`config.mk`:
```
export PLATFORM = sky130hd
export DESIGN_NAME = shift_sequencer
export DESIGN_NICKNAME = d
export VERILOG_FILES = /design/src/rtl/shift_sequencer.sv
export SDC_FILE = /design/constraint.sdc
export NUM_CORES = 1
export LEC_CHECK = 0
export CAP_MARGIN = 15
export CORE_AREA = 2 2 74 76
export DETAILED_ROUTE_END_ITERATION = 6
export DIE_AREA = 0 0 76 78
export DONT_BUFFER_PORTS = 1
export GPL_TIMING_DRIVEN = 0
export PLACE_DENSITY = 0.49
export SLEW_MARGIN = 10
export SYNTH_ARGS = -nofsm -noshare
export SYNTH_HDL_FRONTEND = slang
export SYNTH_SLANG_ARGS = --single-unit
```
`constraint.sdc`:
```
create_clock -name clk -period 3.4 [get_ports clk]
set_input_delay 0.68 -clock clk [delete_from_list [all_inputs] [get_ports clk]]
set_output_delay 0.68 -clock clk [all_outputs]
set_load 0.005 [all_outputs]
```
`src/rtl/shift_sequencer.sv`:
```
// Multi-cycle shifter: accepts one request, shifts at most 7 bits per cycle, then holds the result.
// Define SHIFT_SEQ_ROR_EN to make op 11 a rotate-right; otherwise op 11 passes the operand through.
module shift_sequencer #(
  parameter int DATA_W = 8,
  parameter int AMT_W  = 5
) (
  input  logic              clk,
  input  logic              rst_n,
  input  logic              in_valid,
  output logic              in_ready,
  input  logic [1:0]        in_op,
  input  logic [DATA_W-1:0] in_data,
  input  logic [AMT_W-1:0]  in_amt,
  output logic              out_valid,
  input  logic              out_ready,
  output logic [DATA_W-1:0] out_data,
  output logic              busy
);

  localparam logic [1:0] OP_SLL = 2'b00;
  localparam logic [1:0] OP_SRL = 2'b01;
  localparam logic [1:0] OP_SRA = 2'b10;
  localparam logic [1:0] OP_ROR = 2'b11;

`ifdef SHIFT_SEQ_ROR_EN
  localparam bit ROR_EN = 1'b1;
`else
  localparam bit ROR_EN = 1'b0;
`endif

  typedef enum logic [1:0] {
    IDLE  = 2'd0,
    SHIFT = 2'd1,
    DONE  = 2'd2
  } state_t;

  state_t              state_reg, state_next;
  logic [DATA_W-1:0]   acc_reg;
  logic [1:0]          op_reg;
  logic [AMT_W-1:0]    rem_reg;
  logic [2:0]          step;
  logic [AMT_W-1:0]    step_ext;
  logic [DATA_W-1:0]   shifted;
  logic [DATA_W-1:0]   rotated;
  logic                accept;
  logic                skip_shift;

  // Each SHIFT cycle consumes up to 7 bits of the remaining amount.
  assign step     = (rem_reg > AMT_W'(7)) ? 3'd7 : rem_reg[2:0];
  assign step_ext = {{(AMT_W-3){1'b0}}, step};

  assign accept     = in_valid && in_ready;
  assign skip_shift = (in_amt == '0) || (!ROR_EN && (in_op == OP_ROR));

  always_comb begin
    rotated = (acc_reg >> step) | (acc_reg << (4'd8 - {1'b0, step}));
    case (op_reg)
      OP_SLL:  shifted = acc_reg << step;
      OP_SRL:  shifted = acc_reg >> step;
      OP_SRA:  shifted = DATA_W'($signed(acc_reg) >>> step);
      default: shifted = ROR_EN ? rotated : acc_reg;
    endcase
  end

  always_comb begin
    state_next = state_reg;
    in_ready   = 1'b0;
    out_valid  = 1'b0;
    busy       = 1'b0;
    case (state_reg)
      IDLE: begin
        in_ready = 1'b1;
        if (in_valid) state_next = skip_shift ? DONE : SHIFT;
      end
      SHIFT: begin
        busy = 1'b1;
        if (rem_reg == step_ext) state_next = DONE;
      end
      DONE: begin
        busy      = 1'b1;
        out_valid = 1'b1;
        if (out_ready) state_next = IDLE;
      end
      default: state_next = IDLE;
    endcase
  end

  always_ff @(posedge clk) begin
    if (!rst_n) begin
      state_reg <= IDLE;
      acc_reg   <= '0;
      op_reg    <= OP_SLL;
      rem_reg   <= '0;
    end else begin
      state_reg <= state_next;
      if (accept) begin
        acc_reg <= in_data;
        op_reg  <= in_op;
        rem_reg <= in_amt;
      end else if (state_reg == SHIFT) begin
        acc_reg <= shifted;
        rem_reg <= rem_reg - step_ext;
      end
    end
  end

  assign out_data = acc_reg;

endmodule

```
After elaboration in Yosys (flattened, before gate mapping)
Index checks and enable logic that the tools add are counted.
Operators by class
  add/subtract/negate cells: 1
  multipliers: 0
  div/mod/pow operators: 0
  order comparisons: 1
  equal/unequal tests: 9
  shifts and indexed selects: 3
  mux-type cells: 14
  bitwise operators: 0
  reduce and logical (&&, ||, !) cells: 10
Operators with widths (count)
  8-bit one-hot mux with 3 select lines: 1
  8-bit two-way mux: 2
  5-bit two-way mux: 2
  2-bit two-way mux: 4
  8-bit by 3-bit << shifter with 8-bit output: 1
  8-bit by 3-bit right shift with 8-bit output: 1
  8-bit by 3-bit >>> shifter with 8-bit output: 1
  2-bit == test, second input constant: 3
  2-bit inequality test, second input constant: 3
  2-bit one-hot mux with 3 select lines: 1
  5-bit by 3-bit == test with 1-bit output: 1
  5-bit by 3-bit > comparator with 1-bit output, second input constant: 1
  5-bit logical NOT: 1
  5-bit by 3-bit subtractor with 5-bit output: 1
  2-bit by 1-bit == test with 1-bit output, second input constant: 2
  2-bit logical NOT: 2
  4-bit nonzero test: 1
  1-bit two-way mux: 3
  3-bit two-way mux: 1
  3-bit AND reduction: 1
  2-bit AND reduction: 1
  2-bit nonzero test: 1
  2-bit OR reduction: 1
  1-bit logical AND: 1
  1-bit logical OR: 1
Word-level totals
  bits in registers: 17
  latch bits: 0
  RAM bits: 0
  memory bits (read-only): 0
  word-level logic and storage cells: 42
  memories kept: 0

Depth between registers and ports, before layout
Gate-level depths: netlist (run 1).
  word-level depth: 6
  depth in mapped cells: 9
  depth with buffers taken out: 7

Least setup slack after synthesis (run 1)
No wires, ideal clock.
  path type: reg-to-reg
  start point: reg rem_reg[0]
  end point: reg acc_reg[5], in the netlist out_data[5]
  arrival: 1.779 ns
  path slack: 1.498 ns
  stages on the path, launching flop included: 6
  path buffers: 1
  clock period less this slack: 1.902 ns
  path through: dfxtp_1 buf_6 nor3_1 mux4_1 a211oi_1 o31ai_1
Between the ends
  word-level cells in the longest chain between the ends: 6
  elaborated cells on any way between the ends: 8
  those cells by class: 1 x order compare; 3 x shift; 4 x mux
Ends and longest elaborated chain
  from (decl): RTL line 40  | logic [AMT_W-1:0] rem_reg;
  from (signal assigned): RTL line 99  | rem_reg <= in_amt;
  from (signal assigned): RTL line 102  | rem_reg <= rem_reg - step_ext;
  5-bit by 3-bit > comparator with 1-bit output: RTL line 49  | assign step = (rem_reg > AMT_W'(7)) ? 3'd7 : rem_reg[2:0];
  3-bit two-way mux *: RTL line 49
  8-bit by 3-bit >>> shifter with 8-bit output, or another cell as far along: RTL line 60  | OP_SRA: shifted = DATA_W'($signed(acc_reg) >>> step);
  8-bit one-hot mux with 3 select lines *: RTL line 57  | case (op_reg)
  8-bit two-way mux *: RTL line 100  | end else if (state_reg == SHIFT) begin
  8-bit two-way mux *: RTL line 96  | if (accept) begin
  to (signal assigned): RTL line 97  | acc_reg <= in_data;
  to (signal assigned): RTL line 101  | acc_reg <= shifted;
  to (decl): RTL line 38  | logic [DATA_W-1:0] acc_reg;
Mark *: on every way between the ends. The rest lies on a longest branch, timed or not. The select of a mux whose other input is x is not followed.
A chain may end at the register's enable or synchronous reset.

Worst setup path in the final report (run 1)
  start point: reg rem_reg[1]
  end point: reg state_reg[1]
Between the ends
  word-level cells in the longest chain between the ends: 5
Ends and longest elaborated chain
  5-bit by 3-bit > comparator with 1-bit output: RTL line 49
  3-bit two-way mux: RTL line 49
  5-bit by 3-bit == test with 1-bit output *: RTL line 77  | if (rem_reg == step_ext) state_next = DONE;
  2-bit inequality test (no source line) *
  3-bit AND reduction (no source line) *
  to (signal assigned): RTL line 95  | state_reg <= state_next;
  to (decl): RTL line 37  | state_t state_reg, state_next;
Mark *: on every way between the ends. The rest lies on a longest branch, timed or not.

==> results of run 1 <==
routing by layer:
metal  track usage  wire length, um  up-vias
met1         0.264             2580      873
met3        0.0314              435        9
met2         0.311             2640       86
li1              -                -      903
met5             0                0        -
met4        0.0582               75        0
metrics by stage:
stage	area, um^2	instances	hold WS [ns]
global route	1880	317	0.518
floorplan	1740	243	0.451
CTS	1880	317	0.498
finish	1880	317	0.491
global placement	1830	313	0.475
detailed placement	1830	313	0.486
worst max-delay path, cell delays in order (launching register included):
cell	delay (ns)
dfxtp_1	0.32
clkbuf_1	0.31
buf_2	0.31
clkbuf_1	0.42
nand2b_1	0.20
ha_1	0.15
nand2_1	0.08
a21oi_1	0.25
nand3b_1	0.11
a21boi_0	0.17
power by group:
| part | internal [uW] | leakage, uW | switching, uW |
|---|---|---|---|
| sequential | 279 | 0.000140 | 102 |
| clock | 82.9 | 0.0000217 | 82.6 |
| combinational | 511 | 0.000512 | 864 |
| total | 873 | 0.000674 | 1050 |
placed cells by master (no fill, tap or decap), types with 3 or more instances in the layout:
cell type,n
nand2_1,31
nor2_1,19
clkbuf_1,17
o21ai_0,17
dfxtp_1,17
a21oi_1,14
mux2i_1,12
inv_1,9
nor3_1,8
ha_1,8
nand2b_1,7
nand3_1,6
o211ai_1,6
a21boi_0,5
o22ai_1,5
or3_1,4
mux2_2,4
o211a_1,3
a211oi_1,3
nor3b_1,3
o31ai_1,3
nand4_1,3
clkbuf_8,3
area by class of cell:
| type | count | area (um^2) | area share |
|---|---|---|---|
| clock inverters | 1 | 7.51 | 0.00400 |
| flip-flops and latches | 17 | 340 | 0.181 |
| plain buffers | 23 | 101 | 0.0540 |
| clock buffers | 3 | 41.3 | 0.0220 |
| inverters | 9 | 33.8 | 0.0180 |
| multi-input cells | 194 | 1260 | 0.674 |
| well taps | 70 | 87.6 | 0.0467 |
kinds of logic (layout without fill, tap and decap cells):
family                   count (synthesis)  count (layout)  share of synthesized area
adder cells (fa/ha/maj)                  8               8                     0.0575
buffers and inverters                   32              36                     0.0776
flip-flops                              17              17                      0.196
multiplexers                            17              17                      0.110
AND/OR/NAND/NOR                         95              95                      0.274
AO/OA/AOI/OAI                           74              74                      0.285
how the worst max path moves through the flow:
stage	startpoint	to	cells past startpoint
after floorplan	rem_reg[0]	out_data[5]	5
after global placement	rem_reg[1]	state_reg[0]	9
after detailed placement	rem_reg[1]	state_reg[0]	9
after CTS	rem_reg[1]	state_reg[0]	9
after global routing	rem_reg[1]	rem_reg[2]	9
final	rem_reg[1]	state_reg[1]	9
==> run summary, run 1 <==
The largest net degree at the start of global routing came out at 12. The tools report the capturing element type of the critical path as a flop. At the end of the flow, the number of nets in the layout was 275.

Global routing finished with a remaining overflow of 0. The tools report the sum of net half-perimeters after detailed placement as 4.14 mm. The run gives 17 as the number of sinks driven by the clock tree. For this design the static power due to leakage is 0.000674 uW. The tools report the total vias in the final route as 1871. Summing every instance area after synthesis gives 1740 um^2. At the pin with the least slew margin, the transition time is 0.994 ns. The commonest register cell after synthesis is dfxtp_1. The total power is 1920 uW, and the fraction of final layout cells with drive strength greater than 1 is 0.0688. Sequential fraction of the synthesis area: 0.196. For the count of endpoints failing hold in the final timing report, the log shows 0. Of all nets on the critical path, the largest fanout is 10. The biggest area contributor in the post-synthesis netlist is dfxtp_1.

The later pin in the worst-skew pair is clocked with a latency of 0.27 ns. The post-synthesis average cell area is 7.16 um^2, and the setup skew after layout is 0.00590 ns. The run gives 0.345 as the starting density of the core.

For the post-synthesis instance total, the log shows 243. The worst register-to-register path ends at state_reg[1]. The flow ran to the end, and the final reports show no timing, DRC or antenna violations. Prior to clock tree synthesis, the placed netlist has a worst setup slack of 1.07 ns. For the number of levels the H-tree was split into, the log shows 1. Terminating pin of the worst hold path: op_reg[1].

The top cell type's share of synthesized area is 0.196, and the number of setup buffers added after CTS is 0. The worst-case setup margin in the final layout came out at 0.990 ns. The min-delay analysis places its worst path in the category reg -> reg.

The data arrival at the endpoint of the critical path was 2.61 ns. The setup TNS after final layout was 0 ns. The headroom to the max-slew limit was 0.331; the total routing resource utilization after global routing was 0.192. The x dimension of the die was 76 um; the number of flops mapped to enable cells by yosys was 0. The number of max-cap violations came out at 0. The initial antenna violation count was 0. The antenna cell count is 0, and the minimum clock period is 2.41 ns. The share of synthesized registers carrying an async set or reset is 0.

In the routed layout, each cell is associated on average with a via count of 5.90. The post-route antenna net violation count was 0; the final setup violation count was 0. Number of global-route vias before repair: 1708. For the worst setup path, the data required time is 3.60 ns.

The run gives 52 as the count of unique library cells instantiated by Yosys. Setup repair after global routing left no endpoint under its margin. Vertical die dimension: 78 um. TritonCTS built the clock tree. The run gives 0 as the number of hold-repair buffers added at the cts stage. STA classifies the critical path startpoint as a flop. The die covers 5930 um^2. Synthesis produced a netlist with a net count of 270.

After clock tree synthesis, the repair step resized 0 gates. The root buffer selected by CTS is clkbuf_8. The tools report the final design utilization as 0.372.

The logic depth of the worst register-to-register path works out to 9. The warning count from the yosys run was 0; the global-route wire length before repair was 9.22 mm. The standard cell core area was 5040 um^2; the worst-case vdd ir drop was 0.376 mV. In this run the most critical hold path is launched from op_reg[1].

The startpoint identified for the worst register-to-register timing path is rem_reg[1]. In the final routed layout, each cell accounts on average for 18.1 um. The run gives 0 as the number of max-slew violations in the final report. Yosys attributes the largest share of cell area to dfxtp_1, mux2i_1, nand2_1. Port buffering added 0 buffers. After the first detailed-routing iteration, the DRC count stood at 259. The number of buffers inserted during clock tree synthesis is 3, and the routability congestion estimate is 0.930. For this design the ratio of total power to cell area is 1020 nW/um^2. Counting instances, the worst hold path has a depth of 2.

The area growth from synthesis to layout is 7.84%, and the register-to-register setup slack is 0.99 ns. Fill cells in the final layout number 530. After detailed routing, the total wire length is 5.73 mm. After clock tree synthesis, the clock-pin slew on the worst setup and hold paths is 0.08 ns.

Counting instances in the post-synthesis netlist gives the leading cell types as nand2_1, nor2_1, clkbuf_1, dfxtp_1, o21ai_0. The critical path is of the reg -> reg type. The I/O pin count was 30. By instance count, the leading cell after synthesis is nand2_1. In the routed design, unresolved DRC markers number 0.

Maximum clock frequency: 415 MHz. The run gives 2 as the maximum clock path buffer count. The floorplan has 26 rows. Number of flip-flops under the largest register name: 8.

The number of flip-flops and latches in the synthesized netlist came out at 17. The final worst-path cycle share is 0.709. Before antenna repair, the detailed router went through 5 iterations.
No activity file was read; power rests on OpenSTA's default activity.
==> run 2: changes to the inputs <==
==> constraint.sdc (replaced) <==
create_clock -name clk -period 2.3 [get_ports clk]
set_input_delay 0.46 -clock clk [delete_from_list [all_inputs] [get_ports clk]]
set_output_delay 0.46 -clock clk [all_outputs]
set_load 0.005 [all_outputs]
==> run 2 against run 1 <==
Final cell count fell by 0.32%. Via count increased by 0.59%. Clock power up 47%. Non-clock buffer count is 1 lower. Global-route usage is the same. Sequential power up 53%. First-iteration DRC count fell by 23%. Clock-buffer cell count stayed put. Largest cell class unchanged.
==> run summary, run 2 (synthesis results as in run 1) <==
The flow ran to the end, and the final reports show no timing, DRC or antenna violations. The run gives 5930 um^2 as the area enclosed by the die boundary. The most common library cell in the layout ignoring fill and taps was nand2_1. The area growth from synthesis to layout was 8.05%. The clock net in this run drives a total of 17 sinks. For the number of hold-repair buffers added at the cts stage, the log shows 0. Once layout is done, the placed cells without fillers occupy 1880 um^2. STA classifies the critical path startpoint as a flop. Instance count along the most critical hold path: 2.

After filler insertion, the fill cell instance count of the layout stands at 528. The global-route wire length before repair came out at 9.22 mm. The worst hold-check path type is in -> reg. Final worst-path cycle share: 0.927. Along the worst path, the maximum fanout reaches 6. The logic depth of the worst register-to-register path works out to 6. The tools report the terminus of the critical flop-to-flop path as out_data[4]. The total power was 2840 uW; the maximum clock frequency was 469 MHz. In this run the critical register-to-register path is launched from rem_reg[4]. The run gives 0.325 ns as the minimum hold slack.

The count of port buffers added during placement was 0; the total vias in the final route was 1882. The number of buffers inserted during clock tree synthesis was 3; the source-to-sink clock delay at the later pin of the worst-skew pair was 0.26 ns. The tools report the number of max-slew violations in the final report as 0. The region available for standard cell placement spans 5040 um^2. The path with the worst hold slack has its endpoint at op_reg[0].

The worst path in the final design needs a cycle of 2.13 ns, including I/O delays and setup. In this run the post-CTS setup repair buffer count came out at 0. The ratio of total power to cell area is 1510 nW/um^2, and the final net count is 274. The number of flip-flops under the largest register name is 8, and the routability congestion estimate is 0.930. The leakage power summed over all cells was 0.000678 uW.

The die is 76 um wide. The total routed wire length on the met1 layer came out at 2.53 mm. STA classifies the critical path endpoint as a flop. The tree is rooted in a clkbuf_8.

The fraction of final layout cells with drive strength greater than 1 was 0.0813. Data arrives at the worst endpoint at 2.33 ns. The routed design uses 412 um of met3 wire. Setup violations remaining at the end of the flow were counted as 0. For this run, the detailed router's first-pass iteration total came to 5. The vertical die dimension is 78 um. Headroom to the max-slew limit: 0.399.

The signal on the critical path passes through or3_1, clkbuf_1, o21ai_0, o311ai_0, a31o_2, a21oi_1. The count of endpoints failing hold in the final timing report came out at 0. For this run, design rule violations remaining after detail routing come to 0. Uppermost layer routed: met4. After detailed routing, the number of vias per cell comes to 5.96. In the layout the commonest cells are nand2_1, nor2_1, o21ai_0.

The number of levels the H-tree was split into came out at 1. 30 I/O pins were placed. The slowest stage of the critical path belongs to the cell o21ai_0. The logs give 1708 for the number of global-route vias before repair and 0.17 ns for the register-to-register setup slack.

The actual transition at the worst max-transition pin is 0.893 ns. The floorplan has 26 rows. The initial antenna violation count is 0, and the placed standard-cell area is 1830 um^2. Routed wire length on met2: 2.68 mm. Class of the most critical setup path: reg -> reg. The total routing resource utilization after global routing came out at 0.192.

Across the run, the number of max-cap violations was 0. The total wirelength of the detailed-routed design was 5.72 mm. The startpoint of the lowest-slack hold path was in_op[0]. 0 antenna diodes ended up in the layout.

The longest individual stage delay on the worst path is 0.46 ns, and the post-route antenna net violation count is 0. The setup skew after layout was 0.00611 ns; the largest net degree at the start of global routing was 12. For this run the aggregate overflow at the end of global routing stands at 0.

Starting density of the core: 0.345. Setup repair after global routing left no endpoint under its margin. Summed over all nets, the half-perimeter wirelength after detailed placement is 4.14 mm.

The maximum clock path buffer count is 2, and the first-iteration detailed-routing DRC count is 199. The worst-case vdd ir drop is 0.572 mV. The average wire length per cell after detail routing is 18.1 um. Clock-pin slew was measured on the worst setup and hold paths at 0.08 ns. At the worst endpoint, the required time is 2.50 ns.

TritonCTS built the clock tree.
-- run 2: cell count changes in the layout (fill, tap and decap cells not counted) --
cell,previous run,this run
dfxtp_1,17,16
nor3_1,8,7
clkbuf_2,1,2
clkbuf_1,17,15
nor3_2,1,2
dfxtp_2,0,1
-- run 2: what timing repair did --
action | CTS | global route
setup endpoints to repair | 3 | 4
gates resized for setup | 1 | 2
cloned | 0 | 0
hold endpoints to repair | 0 | 0
-- run 2: report_power, final --
group	internal (uW)	leakage (uW)	total (uW)	switching, uW
Sequential	415	0.000141	586	171
Combinational	757	0.000516	2010	1250
Clock	122	0.0000217	243	121
Total	1290	0.000678	2840	1540
-- run 2: worst max-delay path: cells and delay by family (launching register included) --
kind / cells / cell delay (ns)
AOI/OAI and AO/OA: 4 / 1.14
and+or+nand+nor: 1 / 0.37
DFF: 1 / 0.35
buffers and inverters: 1 / 0.20
-- run 2: stage by stage --
step,setup WS (ns),setup TNS (ns),std cells,util
finish,0.167,0,316,0.373
global route,0.0454,0,316,0.373
CTS,0.0230,0,317,0.372
detailed placement,-0.0297,-0.0808,313,0.363
global placement,-0.0803,-0.185,313,0.363
floorplan,0.398,0,243,-
-- run 2: cell type report --
class                      count  area, um^2  area share
buffer                        22        98.8      0.0526
clock buffer                   3        41.3      0.0220
sequential                    17         342       0.182
clock inverter                 1        7.51     0.00399
inverter                       9        33.8      0.0180
tap                           70        87.6      0.0466
multi-input combinational    194        1270       0.675
-- run 2: how the worst max path moves through the flow --
stage | from | end | slack (ns) | cells past startpoint
after floorplan | rem_reg[0] | out_data[5] | 0.40 | 5
after global placement | rem_reg[1] | state_reg[0] | -0.08 | 9
after detailed placement | rem_reg[1] | state_reg[0] | -0.03 | 9
after CTS | rem_reg[0] | out_data[5] | 0.02 | 5
after global routing | rem_reg[0] | out_data[7] | 0.05 | 7
final | rem_reg[4] | out_data[4] | 0.17 | 6
-- run 2: routing by layer --
metal | track usage | vias to the layer above
met5 | 0 | -
li1 | - | 905
met4 | 0.0582 | 0
met1 | 0.264 | 876
met3 | 0.0314 | 14
met2 | 0.311 | 87
